$ cat src/rtl/mem_responder_pkg.sv
// Shared definitions for the memory responder: FSM encoding, default
// geometry and word width.
package mem_responder_pkg;

    localparam int WORD_W      = 32;
    localparam int CNT_W       = 4;
    localparam int DEF_DEPTH   = 64;
    localparam int DEF_LATENCY = 2;

    typedef enum logic [1:0] {
        IDLE = 2'd0,
        BUSY = 2'd1,
        RESP = 2'd2
    } state_t;

endpackage

$ cat src/rtl/mem_responder_mem_array.sv
// Word storage: synchronous write, combinational read, never reset.
module mem_array
    import mem_responder_pkg::*;
#(
    parameter int DEPTH = DEF_DEPTH,
    localparam int AW   = $clog2(DEPTH)
) (
    input  logic              clk,
    input  logic              we,
    input  logic [AW-1:0]     waddr,
    input  logic [WORD_W-1:0] wdata,
    input  logic [AW-1:0]     raddr,
    output logic [WORD_W-1:0] rdata
);

    logic [WORD_W-1:0] mem [DEPTH];

    always_ff @(posedge clk) begin
        if (we) begin
            mem[waddr] <= wdata;
        end
    end

    assign rdata = mem[raddr];

endmodule

$ cat src/rtl/mem_responder.sv
// Single-outstanding memory responder: captures one request, waits LATENCY
// edges, then commits/reads storage and holds the response until accepted.
module mem_responder
    import mem_responder_pkg::*;
#(
    parameter int DEPTH   = DEF_DEPTH,
    parameter int LATENCY = DEF_LATENCY
) (
    input  logic              clk,
    input  logic              rst_n,
    input  logic              req_valid,
    output logic              req_ready,
    input  logic              req_we,
    input  logic [31:0]       req_addr,
    input  logic [WORD_W-1:0] req_wdata,
    output logic              resp_valid,
    input  logic              resp_ready,
    output logic [WORD_W-1:0] resp_rdata,
    output logic              resp_err
);

    localparam int AW = $clog2(DEPTH);

    state_t            state;
    state_t            state_nxt;
    logic [CNT_W-1:0]  cnt;
    logic              hold_we;
    logic [31:0]       hold_addr;
    logic [WORD_W-1:0] hold_wdata;

    logic              accept;
    logic              commit;
    logic              addr_err;
    logic              mem_we;
    logic [AW-1:0]     widx;
    logic [WORD_W-1:0] mem_rdata;

    assign req_ready  = (state == IDLE);
    assign resp_valid = (state == RESP);
    assign accept     = req_valid && req_ready;
    assign commit     = (state == BUSY) && (cnt == '0);

    // Range check uses the full word index; truncation to AW bits happens only after.
    assign addr_err = (hold_addr[1:0] != 2'b00) ||
                      ({2'b00, hold_addr[31:2]} >= 32'(DEPTH));
    assign widx     = hold_addr[AW+1:2];
    assign mem_we   = commit && hold_we && !addr_err;

    mem_array #(
        .DEPTH (DEPTH)
    ) u_mem (
        .clk   (clk),
        .we    (mem_we),
        .waddr (widx),
        .wdata (hold_wdata),
        .raddr (widx),
        .rdata (mem_rdata)
    );

    always_ff @(posedge clk or negedge rst_n) begin
        if (!rst_n) begin
            state <= IDLE;
        end else begin
            state <= state_nxt;
        end
    end

    always_comb begin
        state_nxt = state;
        case (state)
            IDLE:    if (accept) state_nxt = BUSY;
            BUSY:    if (cnt == '0) state_nxt = RESP;
            RESP:    if (resp_ready) state_nxt = IDLE;
            default: state_nxt = IDLE;
        endcase
    end

    always_ff @(posedge clk or negedge rst_n) begin
        if (!rst_n) begin
            cnt        <= '0;
            hold_we    <= 1'b0;
            hold_addr  <= '0;
            hold_wdata <= '0;
            resp_rdata <= '0;
            resp_err   <= 1'b0;
        end else begin
            case (state)
                IDLE: begin
                    if (accept) begin
                        hold_we    <= req_we;
                        hold_addr  <= req_addr;
                        hold_wdata <= req_wdata;
                        cnt        <= CNT_W'(LATENCY - 1);
                    end
                end
                BUSY: begin
                    if (cnt == '0) begin
                        resp_err   <= addr_err;
                        resp_rdata <= (!hold_we && !addr_err) ? mem_rdata : '0;
                    end else begin
                        cnt <= cnt - 1'b1;
                    end
                end
                RESP: begin
                    if (resp_ready) begin
                        resp_rdata <= '0;
                        resp_err   <= 1'b0;
                    end
                end
                default: ;
            endcase
        end
    end

endmodule

$ cat config.mk
export PLATFORM = sky130hd
export DESIGN_NAME = mem_responder
export DESIGN_NICKNAME = d
export VERILOG_FILES = /design/src/rtl/mem_responder_pkg.sv /design/src/rtl/mem_responder_mem_array.sv /design/src/rtl/mem_responder.sv
export SDC_FILE = /design/constraint.sdc
export NUM_CORES = 2
export LEC_CHECK = 0
export BUFFER_PORTS_ARGS = -buffer_cell sky130_fd_sc_hd__buf_2
export CAP_MARGIN = 20
export CORE_ASPECT_RATIO = 0.75
export CORE_MARGIN = 2
export CORE_UTILIZATION = 25
export CTS_CLUSTER_SIZE = 8
export DETAILED_ROUTE_END_ITERATION = 7
export PLACE_DENSITY = 0.35
export SETUP_SLACK_MARGIN = 0.4
export SYNTH_ARGS = -nofsm -noshare
export SYNTH_HDL_FRONTEND = slang
export SYNTH_SLANG_ARGS = --single-unit
$ cat constraint.sdc
create_clock -name clk -period 4.85 [get_ports clk]
set_input_delay 0.2425 -clock clk [delete_from_list [all_inputs] [get_ports clk]]
set_output_delay 0.2425 -clock clk [all_outputs]
set_load 0.02 [all_outputs]
[Word level (Yosys, flattened, before mapping)]
Memory sizes are Yosys's and may differ from the RTL's.
Index checks and enable logic that the tools add are counted.
Storage, ports and cells
  bits in latches: 0
  output and inout port bits: 35
  word-level logic and storage cells: 49
  memories kept: 1
  register bits: 104
  input port bits: 69
  ROM bits: 0
  bits in writable memories: 2048
Memory list
  u_mem.mem: words 64, width 32, read ports 1, clocked after Yosys merged registers in 0, write ports 1, line mem_responder_mem_array.sv:16  | logic [WORD_W-1:0] mem [DEPTH];
Cells by class
  add/sub/neg operators: 1
  shift operators: 0
  $lt $le $gt $ge: 1
  $mul: 0
  equal/unequal tests: 6
  multiplexer cells: 16
  bitwise logic cells: 0
  reduce and logical (&&, ||, !) cells: 17
  div/mod/pow operators: 0
Operator list (count)
  $mux W32: 3
  $pmux W32 S2: 1
  $ge A30 B7 Y1 const B: 1
  $reduce_and A3 Y1: 3
  $mux W4: 2
  $pmux W4 S2: 1
  $mux W2: 3
  $ne A2 B1 Y1 const B: 3
  $pmux W2 S3: 1
  $reduce_bool A2 Y1: 3
  $logic_and A1 B1 Y1: 5
  $logic_not A4 Y1: 1
  $mux W1: 4
  $sub A4 B1 Y4 const B: 1
  $eq A2 B1 Y1 const B: 1
  $eq A2 B2 Y1 const B: 1
  $logic_not A1 Y1: 2
  $logic_not A2 Y1: 1
  $ne A2 B2 Y1 const B: 1
  $pmux W1 S2: 1
  $reduce_and A2 Y1: 1
  $logic_or A1 B1 Y1: 1

[Logic depth before layout (Yosys ltp)]
  depth in word-level cells: 7
  depth in mapped cells: 11
  mapped depth without buffers: 8

[Hierarchy]
From an unflattened synthesis, not the netlist that was laid out.
Second synthesis, totals
  cells, all modules: 3550
  area, all modules: 81888.5 um2
Modules (own cells, without submodules)
  mem_array: seq. area each 61499.0 um2, times used 1, area each 77874.7 um2, cells an instance 3292
  mem_responder: seq. area each 2602.5 um2, times used 1, area each 4013.8 um2, cells an instance 258

[Least setup slack after synthesis]
OpenSTA, ideal clock, no wires.
  path type: flip-flop to flip-flop
  start point: register hold_addr[3]
  end point: memory u_mem.mem[0][0], enable pin
  data required time: 4.429 ns
  cell stages (with the launch flop): 9
  data arrival time: 3.149 ns
  buffers on the path: 5
  slack: 1.280 ns
  cell sequence: dfrtp_1 -> buf_6 -> buf_6 -> buf_6 -> nor2_1 -> clkbuf_1 -> clkbuf_1 -> nand3_1 -> nor2_1
Between the ends
  word-level cells in the longest chain between the ends: 6
RTL lines
  start: declaration: line mem_responder.sv:28  | logic [31:0] hold_addr;
  start signal: assignment: line mem_responder.sv:91  | hold_addr <= req_addr;
  $ge A30 B7 Y1: line mem_responder.sv:45  | ({2'b00, hold_addr[31:2]} >= 32'(DEPTH));
  $logic_or A1 B1 Y1: line mem_responder.sv:44  | assign addr_err = (hold_addr[1:0] != 2'b00) ||
  $logic_not A1 Y1: line mem_responder.sv:47  | assign mem_we = commit && hold_we && !addr_err;
  $logic_and A1 B1 Y1: line mem_responder.sv:47
  $mux W1: line mem_responder_mem_array.sv:19  | if (we) begin
  $mux W1 (implied by the code): line mem_responder_mem_array.sv:20  | mem[waddr] <= wdata;
  end: declaration: line mem_responder_mem_array.sv:16
Parallel ways exist; a longest one is shown, timed or not.

[Worst setup path in the final report]
  start point: register hold_addr[3]
  end point: register resp_rdata[7]
Between the ends
  word-level cells in the longest chain between the ends: 7
RTL lines
  $ge A30 B7 Y1: line mem_responder.sv:45
  $logic_or A1 B1 Y1: line mem_responder.sv:44
  $logic_not A1 Y1: line mem_responder.sv:99  | resp_rdata <= (!hold_we && !addr_err) ? mem_rdata : '0;
  $logic_and A1 B1 Y1: line mem_responder.sv:99
  $mux W32 *: line mem_responder.sv:99
  $mux W32 *: line mem_responder.sv:97  | if (cnt == '0) begin
  $pmux W32 S2 *: line mem_responder.sv:87  | case (state)
  end signal: assignment: line mem_responder.sv:99
  end: declaration: line mem_responder.sv:18  | output logic [WORD_W-1:0] resp_rdata,
Every way passes the cells marked *; elsewhere a longest branch is shown, timed or not. The select of a mux whose other input is x is not followed.
A chain may end at the register's enable or synchronous reset.

==> summary.json <==
{
  "ctsHtreeMaxLevel": {"value": 5},
  "grt_setup_unrepaired": {"value": "no"},
  "cp.arrival": {"value": 5.16, "unit": "ns"},
  "cts_resized": {"value": 0},
  "regArea": {"value": 64200, "unit": "um^2"},
  "synthesis.nets": {"value": 4567},
  "power_density": {"value": 663, "unit": "nW/um^2"},
  "via_count": {"value": 48684},
  "drive_above_1_share": {"value": 24.4, "unit": "%"},
  "ys_top_cells_by_area": {"value": "sky130_fd_sc_hd__edfxtp_1 (74%), sky130_fd_sc_hd__mux4_2 (3.3%), sky130_fd_sc_hd__dfrtp_1 (3.2%)"},
  "post_synth.cell_area_avg": {"value": 18.4, "unit": "um^2"},
  "clk_latency": {"value": 0.88, "unit": "ns"},
  "synthFlopType": {"value": "sky130_fd_sc_hd__edfxtp_1"},
  "tritoncts_buffer_count": {"value": 311},
  "largest_net_degree_at_the_start_of_global_routing": {"value": 84},
  "mapped_cell_area": {"value": 82600, "unit": "um^2"},
  "post_synth_top_area_share": {"value": 74.5, "unit": "%"},
  "grt_pass1_vias": {"value": 47167},
  "synth_async_sr_flop_share": {"value": 4.83, "unit": "%"},
  "drt_via_density": {"value": 5.07},
  "yosysSeqAreaShare": {"value": 77.6, "unit": "%"},
  "setup_viol": {"value": 0},
  "cts_hold_buffers": {"value": 70},
  "crit_path_max_fanout": {"value": 26},
  "synth_area_leader": {"value": "sky130_fd_sc_hd__edfxtp_1"},
  "timing.hold.worst_path_depth": {"value": 3},
  "drv_slew": {"value": 0},
  "routability_cong": {"value": 0.837},
  "p_leak": {"value": 0.0317, "unit": "uW"},
  "min_tclk_post_route": {"value": 4.36, "unit": "ns"},
  "detailedRoute.firstIterationViolations": {"value": 6187},
  "synth.ff_latch_count": {"value": 2152},
  "hold_path_startpoint": {"value": "req_addr[5]"},
  "setup.worst_path.class": {"value": "flip-flop to flip-flop"},
  "cts.reportedPaths.clkPinSlew": {"value": 0.05, "unit": "ns"},
  "timing.reg2reg.setup_slack": {"value": 0.49, "unit": "ns"},
  "endpoint_kind": {"value": "flip-flop"},
  "area.growth.synth_to_final": {"value": 21.7, "unit": "%"},
  "timing.hold.ws": {"value": 0.128, "unit": "ns"},
  "status": {"value": "complete, no violations"},
  "global_route_wire_length_before_repair": {"value": 463, "unit": "mm"},
  "placementRows": {"value": 182},
  "core": {"value": 328000, "unit": "um^2"},
  "distinct_cell_type_count_of_the_synthesized_netlist": {"value": 74},
  "tritoncts_num_sinks": {"value": 2152},
  "clock-root-buffer": {"value": "sky130_fd_sc_hd__clkbuf_16"},
  "drc_errors": {"value": 0},
  "fmaxAchievable": {"value": 0.230, "unit": "GHz"},
  "grt_remaining_overflow": {"value": 0},
  "floorplan.initialDensity": {"value": 25.2, "unit": "%"},
  "irDropWorstVdd": {"value": 0.492, "unit": "mV"},
  "multi_input_area": {"value": 17400, "unit": "um^2"},
  "antenna_found_initial": {"value": 41},
  "tritoncts": {"value": "yes"},
  "layout_worst_path_cycle_share": {"value": 89.8, "unit": "%"},
  "first_pass_iters": {"value": 5},
  "dp.final_hpwl": {"value": 218, "unit": "mm"},
  "finalWirelength": {"value": 351, "unit": "mm"},
  "ant_nets": {"value": 0},
  "global_route.usage.total": {"value": 20.5, "unit": "%"},
  "r2r.worst_path.cells": {"value": 8},
  "final.setup.tns": {"value": 0, "unit": "ns"},
  "die-area": {"value": 335000, "unit": "um^2"},
  "timing_worst_slew_pin_value": {"value": 1.25, "unit": "ns"},
  "postSynthCellCount": {"value": 4496},
  "count_of_buffers_inserted_at_the_top_level_ports": {"value": 103},
  "critical_path_required": {"value": 5.65, "unit": "ns"},
  "reg2reg_from": {"value": "hold_addr[3]"},
  "clock_tree.buffer_depth": {"value": 4},
  "clock_skew": {"value": 0.0566, "unit": "ns"},
  "n_fill_cell": {"value": 32088},
  "crit-reg2reg-capture": {"value": "resp_rdata[7]"},
  "final_util": {"value": 30.6, "unit": "%"},
  "die_width": {"value": 668, "unit": "um"},
  "rel_slew_slack": {"value": 16.8, "unit": "%"},
  "layout.nets": {"value": 5079},
  "cap_violations": {"value": 0},
  "timing.final.ws_setup": {"value": 0.495, "unit": "ns"},
  "die_height": {"value": 502, "unit": "um"},
  "worstHoldEndpoint": {"value": "hold_addr[5]"},
  "wl_per_cell": {"value": 36.5, "unit": "um"},
  "setup_slack_at_placement": {"value": 0.537, "unit": "ns"},
  "critical_path.startpoint_type": {"value": "flip-flop"},
  "hold_path_class": {"value": "input pin to flip-flop"},
  "hold_viol_final": {"value": 0},
  "top_level_ports": {"value": 104},
  "cts_post_setup_buffers_inserted": {"value": 0},
  "synth-edff-count": {"value": 2048},
  "ys_warn_count": {"value": 0}
}
## power by group
group	internal, uW	switching [uW]	total, uW
clock network	12100	8080	20200
registers	23500	2340	25800
logic	5870	14800	20600
total	41400	25200	66600
## critical path, cell delays in order, from the launching register on
cell	delay, ns
sky130_fd_sc_hd__dfrtp_4	0.81
sky130_fd_sc_hd__nand2b_4	0.76
sky130_fd_sc_hd__buf_4	0.44
sky130_fd_sc_hd__o22ai_1	0.12
sky130_fd_sc_hd__o21ai_0	0.70
sky130_fd_sc_hd__a21oi_1	0.22
sky130_fd_sc_hd__buf_4	0.23
sky130_fd_sc_hd__a211oi_1	0.68
sky130_fd_sc_hd__a31o_2	0.26
## metal layers
layer | global-route usage [%] | part of all wire, %
met1 | 31.2 | 48
met2 | 30.8 | 44
met3 | 3.16 | 6.0
met4 | 4.11 | 1.9
met5 | 0 | 0.0060
## how the worst max path moves through the flow
stage,start,endpoint,slack [ns],cells after the start
final,hold_addr[3],resp_rdata[7],0.49,8
after global routing,hold_addr[3],resp_rdata[7],0.45,8
after CTS,hold_addr[3],resp_rdata[7],0.50,8
after detailed placement,hold_addr[3],resp_rdata[7],0.54,8
after global placement,hold_addr[3],resp_rdata[18],0.34,7
after floorplan,hold_addr[3],u_mem.mem[0][0],1.28,8
## cells in the mapped netlist, drive strengths merged, types with 13 or more instances
master   count
or3         13
o31ai       18
mux2i      233
nor4        15
a211oi      37
mux4       121
dfrtp      104
nand2      127
a22o        15
a2bb2oi     27
buf        213
o211ai      15
a21oi      127
nand3       21
nor2b       27
mux2       226
o22a        20
edfxtp    2048
a22oi       71
o22ai      277
nor2       146
inv         14
a221oi      42
o221ai     167
clkbuf      92
nor3        14
o21ai      135
## flip-flops by register name (all words and copies together) (netlist names)
register,count
u_mem.mem,2048
hold_we,1
hold_wdata,32
cnt,4
hold_addr,32
state,2
resp_rdata,32
resp_err,1
## area by class of cell
cell class                 count  share of cell area (%)
sequential                  2152                    63.9
multi-input combinational   2025                    17.3
clock buffer                 473                    8.56
tap                         4416                    5.50
timing repair buffer         504                    4.55
clock inverter                11                   0.153
inverter                      14                  0.0585
antenna                       12                  0.0299
## layout by cell type, fill, tap and decap left out, types with 65 or more instances in the layout
cell type	count
sky130_fd_sc_hd__a21oi_1	126
sky130_fd_sc_hd__a22oi_1	71
sky130_fd_sc_hd__buf_12	65
sky130_fd_sc_hd__buf_2	102
sky130_fd_sc_hd__buf_4	262
sky130_fd_sc_hd__clkbuf_1	152
sky130_fd_sc_hd__clkbuf_16	321
sky130_fd_sc_hd__dfrtp_1	69
sky130_fd_sc_hd__dlygate4sd3_1	69
sky130_fd_sc_hd__edfxtp_1	2048
sky130_fd_sc_hd__mux2_2	226
sky130_fd_sc_hd__mux2i_1	233
sky130_fd_sc_hd__mux4_2	121
sky130_fd_sc_hd__nand2_1	122
sky130_fd_sc_hd__nor2_1	80
sky130_fd_sc_hd__nor2_4	65
sky130_fd_sc_hd__o21ai_0	128
sky130_fd_sc_hd__o221ai_1	166
sky130_fd_sc_hd__o22ai_1	277
## through the flow
| stage | cell area [um^2] | total power, uW | instances |
|---|---|---|---|
| after global routing | 100000 | 68700 | 9595 |
| final | 100000 | 66600 | 9607 |
| after CTS | 100000 | 67300 | 9595 |
| after global placement | 90900 | 46800 | 9033 |
| after floorplan | 82600 | 34500 | 4496 |
| after detailed placement | 91000 | 46900 | 9041 |
## kinds of logic (layout without fill, tap and decap cells)
| family | after synthesis | after routing | share of synthesized area (%) |
|---|---|---|---|
| AOI/OAI and AO/OA | 1024 | 1024 | 8.65 |
| xor gates and xnor gates | 2 | 2 | 0.0212 |
| adders and majority gates | 2 | 2 | 0.0303 |
| buffers and inverters | 319 | 1002 | 2.11 |
| DFF | 2152 | 2152 | 77.6 |
| muxes | 580 | 580 | 9.21 |
| other | 0 | 12 | 0 |
| and+or+nand+nor | 417 | 417 | 2.34 |
Note: power is estimated with default switching activity, not from simulation.
